`src/rtl/mult32x32_seq.sv`:
```
// Sequencer that drives an external 32x32 multi-cycle multiplier and optionally
// accumulates its 64-bit products. Busy-handshake timeout sets a sticky error.
module mult32x32_seq #(
  parameter int BUSY_TMO = 4,
  parameter bit ACC_EN   = 1'b1
) (
  input  logic        clk,
  input  logic        reset,
  input  logic        in_valid,
  output logic        in_ready,
  input  logic [31:0] in_a,
  input  logic [31:0] in_b,
  input  logic        in_acc,
  input  logic        in_clr,
  output logic        mult_start,
  output logic [31:0] mult_a,
  output logic [31:0] mult_b,
  input  logic        mult_busy,
  input  logic [63:0] mult_product,
  output logic        out_valid,
  input  logic        out_ready,
  output logic [63:0] out_data,
  output logic        out_ovf,
  output logic        err
);

  localparam int CNT_W = (BUSY_TMO > 1) ? $clog2(BUSY_TMO) : 1;
  localparam logic [CNT_W-1:0] TMO_LAST = CNT_W'(BUSY_TMO - 1);

  typedef enum logic [2:0] {IDLE, START, WAIT_HI, WAIT_LO, RESULT} state_t;

  state_t           state_reg, state_next;
  logic [CNT_W-1:0] cnt_reg, cnt_next;
  logic [31:0]      a_reg, b_reg;
  logic             acc_op_reg, clr_reg;
  logic [63:0]      acc_reg;
  logic [63:0]      out_data_reg;
  logic             out_ovf_reg;
  logic             err_reg;

  logic             accept, capture, timeout;
  logic             acc_in;
  logic [63:0]      acc_base;
  logic [64:0]      sum;
  logic [63:0]      res_data;
  logic             res_ovf;

  assign acc_in = ACC_EN && in_acc;

  assign acc_base = clr_reg ? 64'd0 : acc_reg;
  assign sum      = {1'b0, acc_base} + {1'b0, mult_product};
  assign res_data = acc_op_reg ? sum[63:0] : mult_product;
  assign res_ovf  = acc_op_reg & sum[64];

  always_comb begin
    state_next = state_reg;
    cnt_next   = cnt_reg;
    accept     = 1'b0;
    capture    = 1'b0;
    timeout    = 1'b0;
    case (state_reg)
      IDLE: begin
        if (in_valid) begin
          accept     = 1'b1;
          state_next = START;
        end
      end
      START: begin
        cnt_next   = '0;
        // A multiplier that is already busy skips the rising-edge wait.
        state_next = mult_busy ? WAIT_LO : WAIT_HI;
      end
      WAIT_HI: begin
        if (mult_busy) begin
          state_next = WAIT_LO;
        end else if (cnt_reg == TMO_LAST) begin
          timeout    = 1'b1;
          state_next = RESULT;
        end else begin
          cnt_next = cnt_reg + CNT_W'(1);
        end
      end
      WAIT_LO: begin
        if (!mult_busy) begin
          capture    = 1'b1;
          state_next = RESULT;
        end
      end
      RESULT: begin
        if (out_ready) state_next = IDLE;
      end
      default: state_next = IDLE;
    endcase
  end

  always_ff @(posedge clk or negedge reset) begin
    if (!reset) begin
      state_reg    <= IDLE;
      cnt_reg      <= '0;
      a_reg        <= '0;
      b_reg        <= '0;
      acc_op_reg   <= 1'b0;
      clr_reg      <= 1'b0;
      acc_reg      <= '0;
      out_data_reg <= '0;
      out_ovf_reg  <= 1'b0;
      err_reg      <= 1'b0;
    end else begin
      state_reg <= state_next;
      cnt_reg   <= cnt_next;
      if (accept) begin
        a_reg      <= in_a;
        b_reg      <= in_b;
        acc_op_reg <= acc_in;
        clr_reg    <= in_clr;
      end
      if (capture) begin
        out_data_reg <= res_data;
        out_ovf_reg  <= res_ovf;
        acc_reg      <= res_data;
      end
      // Timeout leaves the accumulator untouched.
      if (timeout) begin
        out_data_reg <= '0;
        out_ovf_reg  <= 1'b0;
        err_reg      <= 1'b1;
      end
    end
  end

  assign in_ready   = (state_reg == IDLE);
  assign mult_start = (state_reg == START);
  assign out_valid  = (state_reg == RESULT);
  assign mult_a     = a_reg;
  assign mult_b     = b_reg;
  assign out_data   = out_data_reg;
  assign out_ovf    = out_ovf_reg;
  assign err        = err_reg;

endmodule
```
`config.mk`:
```
export PLATFORM = sky130hd
export DESIGN_NAME = mult32x32_seq
export DESIGN_NICKNAME = d
export VERILOG_FILES = /design/src/rtl/mult32x32_seq.sv
export SDC_FILE = /design/constraint.sdc
export NUM_CORES = 1
export LEC_CHECK = 0
export CORE_MARGIN = 2
export CORE_UTILIZATION = 35
export CTS_CLUSTER_SIZE = 12
export DETAILED_ROUTE_END_ITERATION = 10
export SETUP_SLACK_MARGIN = 0.2
export SLEW_MARGIN = 20
export SYNTH_ARGS = -nofsm -noshare
export SYNTH_HDL_FRONTEND = slang
export SYNTH_SLANG_ARGS = --single-unit
```
`constraint.sdc`:
```
create_clock -name clk -period 7.85 [get_ports clk]
set_clock_uncertainty 0.15 [all_clocks]
set_input_delay 1.57 -clock clk [delete_from_list [all_inputs] [get_ports clk]]
set_output_delay 1.57 -clock clk [all_outputs]
set_load 0.02 [all_outputs]
```
==> results of run 1 <==
## cell families after synthesis
| logic type | share of synthesized area |
|---|---|
| XOR/XNOR | 0.0384 |
| multiplexers | 0.0656 |
| AO/OA/AOI/OAI | 0.199 |
| flip-flops | 0.409 |
| adder cells (fa/ha/maj) | 0.0677 |
| AND/OR/NAND/NOR | 0.188 |
| buffers and inverters | 0.0325 |
## cells in the final DEF (no fill, tap or decap), types with 5 or more instances in the layout
master           instances
mux2_2                  65
nand2b_1                 5
ha_1                    65
nor2_1                 232
nor2b_1                 81
dfrtp_1                199
nor3_1                  25
a31oi_1                  7
o22ai_1                 11
o221ai_1                10
a21boi_0                 6
nand4_1                 17
o211ai_1                 9
and3_1                   6
mux2i_1                  6
clkdlybuf4s50_1        266
o21a_1                  16
o21bai_1                17
inv_1                   23
clkbuf_8                11
o21ai_0                 90
o21ai_1                  5
buf_4                   10
nand2_1                 85
o2111ai_1                5
a21oi_1                104
a21o_1                  36
and4_1                   6
nand3_1                 16
clkbuf_16               25
xor2_1                  18
a211oi_1                35
xnor2_1                 36
## through the flow
step	cell area, sq um	hold slack [ns]
detailed placement	15300	0.314
global placement	15300	0.303
global route	16200	0.342
finish	16200	0.319
floorplan	12300	0.289
CTS	16200	0.330
## report_power, final
group	switching (W)	internal, W	total (W)
clock network	0.000472	0.000743	0.00121
registers	0.000327	0.00157	0.00189
logic	0.00258	0.00198	0.00457
total	0.00338	0.00429	0.00768
## critical path: stages
cell	delay, ns
clkdlybuf4s50_1	0.52
ha_1	0.23
inv_1	0.07
fa_1	0.37
and2b_1	0.25
o2111ai_1	0.19
a21oi_1	0.25
o2111ai_1	0.23
a2111oi_0	0.51
o31ai_1	0.21
a41oi_1	0.34
xor2_1	0.11
mux2i_1	0.21
a21oi_1	0.10
## cell type report
cell class | instances | area (sq um) | share of cell area
Timing Repair Buffer | 277 | 2750 | 0.170
Multi-Input combinational cell | 1077 | 6880 | 0.425
Tap cell | 455 | 569 | 0.0351
Clock inverter | 9 | 111 | 0.00687
Sequential cell | 201 | 5030 | 0.311
Clock buffer | 36 | 767 | 0.0473
Inverter | 24 | 90.1 | 0.00556
## per-layer routing
layer  wire, um  up-vias
met1      17100     5349
li1           -     5345
met4        879        0
met5          0        -
met3       3470       56
met2      18100      416
## cell usage after synthesis (all sizes together), types with 4 or more instances
cell | n | area, sq um
nor2 | 232 | 871
dfrtp | 201 | 5030
a21oi | 107 | 547
o21ai | 97 | 493
nand2 | 89 | 339
nor2b | 81 | 507
clkbuf | 77 | 290
mux2 | 66 | 747
ha | 65 | 813
a211oi | 37 | 288
a21o | 36 | 270
xnor2 | 36 | 315
nor3 | 25 | 125
inv | 23 | 86.3
nand4 | 18 | 119
xor2 | 18 | 158
o21bai | 17 | 128
nand3 | 16 | 80.1
o21a | 16 | 120
o22ai | 11 | 68.8
o221ai | 10 | 87.6
o211ai | 9 | 67.6
a21boi | 7 | 52.6
a31oi | 7 | 43.8
and3 | 6 | 37.5
and4 | 6 | 52.6
mux2i | 6 | 60.1
buf | 5 | 20.0
nand2b | 5 | 31.3
o2111ai | 5 | 43.8
a211o | 4 | 35.0
and2 | 4 | 25.0
nor4 | 4 | 25.0
o211a | 4 | 40.0
o31ai | 4 | 30.0
or3 | 4 | 25.0
## worst paths after layout
check	start	to	cells past startpoint
worst max-delay path	mult_product[0]	acc_reg[60]	14
worst min-delay path	acc_reg[21]	acc_reg[21]	2
max in group asynchronous	reset	acc_op_reg	2
worst max register to register	clr_reg	out_ovf	13
worst min register to register	acc_reg[21]	acc_reg[21]	2
min in group asynchronous	reset	out_data[45]	1
==> run_results.csv, run 1 <==
group,metric,value,unit
sta,worst_pin_slew,1.01,ns
floorplanning,io_pins,268,
place,port_buffers,267,
synthesis,ys_ff_latch,201,
sta,setup_viol,0,
clock_network,cts_buffers,25,
setup_path,critPathArrivalTime,5.15,ns
setup_path,crit_path_max_fanout,3,
floorplanning,dieArea,36700,sq um
floorplanning,std_cell_rows,68,
setup_path,path_class,"input port to flop",
detailed_routing,drc,0,
global_route,grt_usage,0.216,
final_layout,area_growth,31.7,%
final_layout,nets,1807,
clock_network,cts_root_buffer,"clkbuf_16",
power_and_ir_drop,p_leak,6.75,nW
detailed_routing,wirelength,39.6,mm
flow_run,max_cap_violations,0,
min_path,min_path_type,"flop to flop",
global_route,grt_overflow,0,
final_layout,fin_cells,2079,
global_route,grt_pass1_wl,62.7,mm
synthesis,ys_warn_count,0,
place,hpwl,28.9,mm
clock_network,clk_path_buf_depth,3,
power_and_ir_drop,p_per_area,474,nW/um^2
clock_network,cts.reportedPaths.clkPinSlew,0.06,ns
detailed_routing,viasPerCell,5.37,
clock_network,cts_hold_buf,0,
sta,max_freq,202,MHz
clock_network,cts_resized,0,
clock_network,cts_sinks,201,
clock_network,post_cts_buffers,0,
global_route,grt_pass1_vias,11200,
clock_network,cts_htree_levels,1,
synthesis,syn_nets,1585,
place,dp_cells,2034,
global_route,top_usage_layer,"met2",
sta,finalMaxSlewViolations,0,
detailed_routing,drt_iter0_drc,883,
global_route,antenna_found_initial,0,
setup_path,r2r_slack,3.31,ns
sta,final_hold_viol_count,0,
synthesis,ys_seq_area_frac,0.409,
run_status,status,"complete, no violations",
place,pre_cts_ws,2.35,ns
power_and_ir_drop,total_power,0.00768,W
setup_path,cp.required,8.05,ns
synthesis,async_flop_share,1.00,
power_and_ir_drop,vdd_drop_max,0.000292,V
floorplanning,die_y,192,um
setup_path,cp-end-kind,"flop",
synthesis,synth.avg_cell_area,8.89,sq um
floorplanning,die_w,192,um
detailed_routing,postRouteAntennaNets,0,
place,gp_congestion,0.921,
final_layout,final_util,0.469,
setup_path,start_kind,"input port",
global_route,use_met3,0.0578,
final_layout,antenna_cells,0,
clock_network,cts_tree,"yes",
detailed_routing,wl_per_cell,19.1,um
global_route,met2_usage,0.354,
clock_network,clock_latency,0.54,ns
detailed_routing,vias,11200,
final_layout,drive_above_1_share,0.0887,
sta,slew_headroom,0.325,
synthesis,syn_inst,1384,
synthesis,synth_cell_types,66,
final_layout,fillers,3362,
sta,period_needed,4.95,ns
detailed_routing,dr.pass1.iters,5,
sta,finalCritPeriodShare,0.631,
global_route,gr-usage-met1,0.284,
floorplanning,coreArea,34500,sq um
synthesis,synth_ff_type,"dfrtp_1",
synthesis,synth_edf_count,0,
global_route,grt_max_degree,101,
synthesis,syn_area,12300,sq um
sta,rsz0062_at_grt,"false",
sta,setup_ws,2.90,ns
sta,tns,0,ns
floorplanning,initial_utilization,0.356,
No activity file was read; power rests on OpenSTA's default activity.
==> run 2: changes to the inputs <==
Clock period 7.85 ns to 3.96 ns, I/O delays scaled along.
==> run_results.csv, run 2 (synthesis gave the netlist of run 1 again) <==
group,metric,value,unit
sta,finalCritPeriodShare,0.910,
global_route,grt_usage,0.222,
global_route,antenna_found_initial,0,
detailed_routing,viasPerCell,5.24,
flow_run,max_cap_violations,0,
sta,finalMaxSlewViolations,0,
floorplanning,std_cell_rows,68,
detailed_routing,vias,11600,
power_and_ir_drop,p_leak,7.42,nW
global_route,grt_pass1_wl,64.6,mm
sta,slew_headroom,0.438,
floorplanning,io_pins,268,
sta,setup_viol,0,
clock_network,clock_latency,0.55,ns
power_and_ir_drop,power_frac_clock,0.146,
clock_network,cts_htree_levels,1,
place,gp_congestion,0.932,
sta,final_hold_viol_count,0,
sta,tns,0,ns
clock_network,cts_buffers,25,
run_status,status,"complete, no violations",
global_route,grt_pass1_vias,11800,
power_and_ir_drop,power_switching,0.00701,W
power_and_ir_drop,pwr-share-seq,0.225,
clock_network,cts_tree,"yes",
setup_path,cp-end-kind,"flop",
sta,holdWs,0.138,ns
final_layout,final_cell_area,17400,sq um
detailed_routing,drc,0,
floorplanning,coreArea,34500,sq um
sta,rsz0062_at_grt,"true",
floorplanning,dieArea,36700,sq um
clock_network,clk_path_buf_depth,3,
clock_network,cts.reportedPaths.clkPinSlew,0.06,ns
setup_path,start_kind,"input port",
setup_path,crit_path_max_fanout,3,
floorplanning,initial_utilization,0.356,
sta,max_freq,278,MHz
power_and_ir_drop,swShare,0.428,
setup_path,critPathArrivalTime,3.87,ns
clock_network,cts_root_buffer,"clkbuf_16",
place,place_area,16400,sq um
detailed_routing,dr.pass1.iters,5,
detailed_routing,postRouteAntennaNets,0,
final_layout,final_cell_mix,"265 x clkdlybuf4s50_1, 231 x nor2_1, 199 x dfrtp_1",
power_and_ir_drop,combPwrFrac,0.629,
sta,period_needed,3.60,ns
power_and_ir_drop,p_per_area,940,nW/um^2
final_layout,final_common_cell,"clkdlybuf4s50_1",
final_layout,antenna_cells,0,
global_route,grt_max_degree,85,
detailed_routing,drt_iter0_drc,593,
min_path,min_path_type,"input port to asynchronous set/reset pin",
power_and_ir_drop,vdd_drop_max,0.000574,V
place,port_buffers,267,
floorplanning,die_w,192,um
place,hpwl,30.5,mm
setup_path,cp.required,4.22,ns
final_layout,fin_cells,2213,
power_and_ir_drop,p_int,0.00936,W
final_layout,drive_above_1_share,0.168,
final_layout,area_growth,41.4,%
global_route,grt_overflow,0,
floorplanning,die_y,192,um
place,dp_cells,2167,
clock_network,cts_sinks,201,
detailed_routing,wirelength,40.6,mm
sta,worst_pin_slew,0.841,ns
detailed_routing,wl_per_cell,18.3,um
final_layout,nets,1941,
setup_path,path_class,"input port to flop",
-- run 2: power groups by stage --
stage	clock, W	sequential (W)	combinational (W)
after floorplan	0	0.00441	0.00521
after global placement	0	0.00369	0.0101
after detailed placement	0	0.00371	0.0101
after CTS	0.00245	0.00370	0.0102
after global routing	0.00254	0.00381	0.0113
final	0.00238	0.00369	0.0103
-- run 2: final cells by class --
| type | instances | area (sq um) |
|---|---|---|
| multi-input cells | 1077 | 7020 |
| well taps | 455 | 569 |
| clock buffers | 36 | 747 |
| clock inverters | 9 | 121 |
| flip-flops and latches | 201 | 5030 |
| repair buffers | 411 | 3830 |
| fillers | 3321 | 17100 |
| inverters | 24 | 90.1 |
-- run 2: worst max-delay path, cell delays in order --
cell and delay (ns):
clkdlybuf4s50_1 0.42, buf_4 0.15, ha_1 0.28, a21o_1 0.20
and4_1 0.23, o21ai_1 0.28, a2111o_1 0.23, and2_1 0.23
o21ai_2 0.11, a21o_1 0.22, a21oi_1 0.29, mux2i_1 0.34
nor2_1 0.08
-- run 2: per-layer routing --
metal	vias to the layer above	track usage	share of wire
li1	5617	-	-
met1	5592	0.290	0.45
met2	345	0.364	0.46
met3	53	0.0578	0.069
met4	0	0.0574	0.024
met5	-	0	0
-- run 2: timing repair --
| action | in CTS | in global routing |
|---|---|---|
| pin swaps | 3 | 7 |
| endpoints found under the setup margin | 26 | 63 |
| hold buffers | 0 | 0 |
| gates resized for setup | 9 | 26 |
| buffers inserted | 0 | 1 |
-- run 2: through the flow --
step	total power (W)	setup WS [ns]	utilization
after floorplan	0.00962	0.460	-
after detailed placement	0.0138	-0.624	0.474
after CTS	0.0163	0.231	0.500
final	0.0164	0.358	0.504
after global routing	0.0176	0.172	0.504
after global placement	0.0137	-0.605	0.474
-- run 2: worst paths after layout --
kind	from	end	slack (ns)	depth (start not counted)
max in group asynchronous	reset	out_data[7]	2.67	2
hold reg to reg	acc_reg[21]	acc_reg[21]	0.32	2
setup reg to reg	clr_reg	acc_reg[35]	0.37	14
min in group clk	acc_reg[21]	acc_reg[21]	0.32	2
hold / removal	reset	out_data[45]	0.14	1
setup / recovery	mult_product[1]	acc_reg[35]	0.36	13
==> run 3: changes to the inputs <==
Settings changed: ABC_CLOCK_PERIOD_IN_PS from default to 3960.
==> results of run 3 <==
The final DEF is identical to that of run 2; final timing and power are the same.
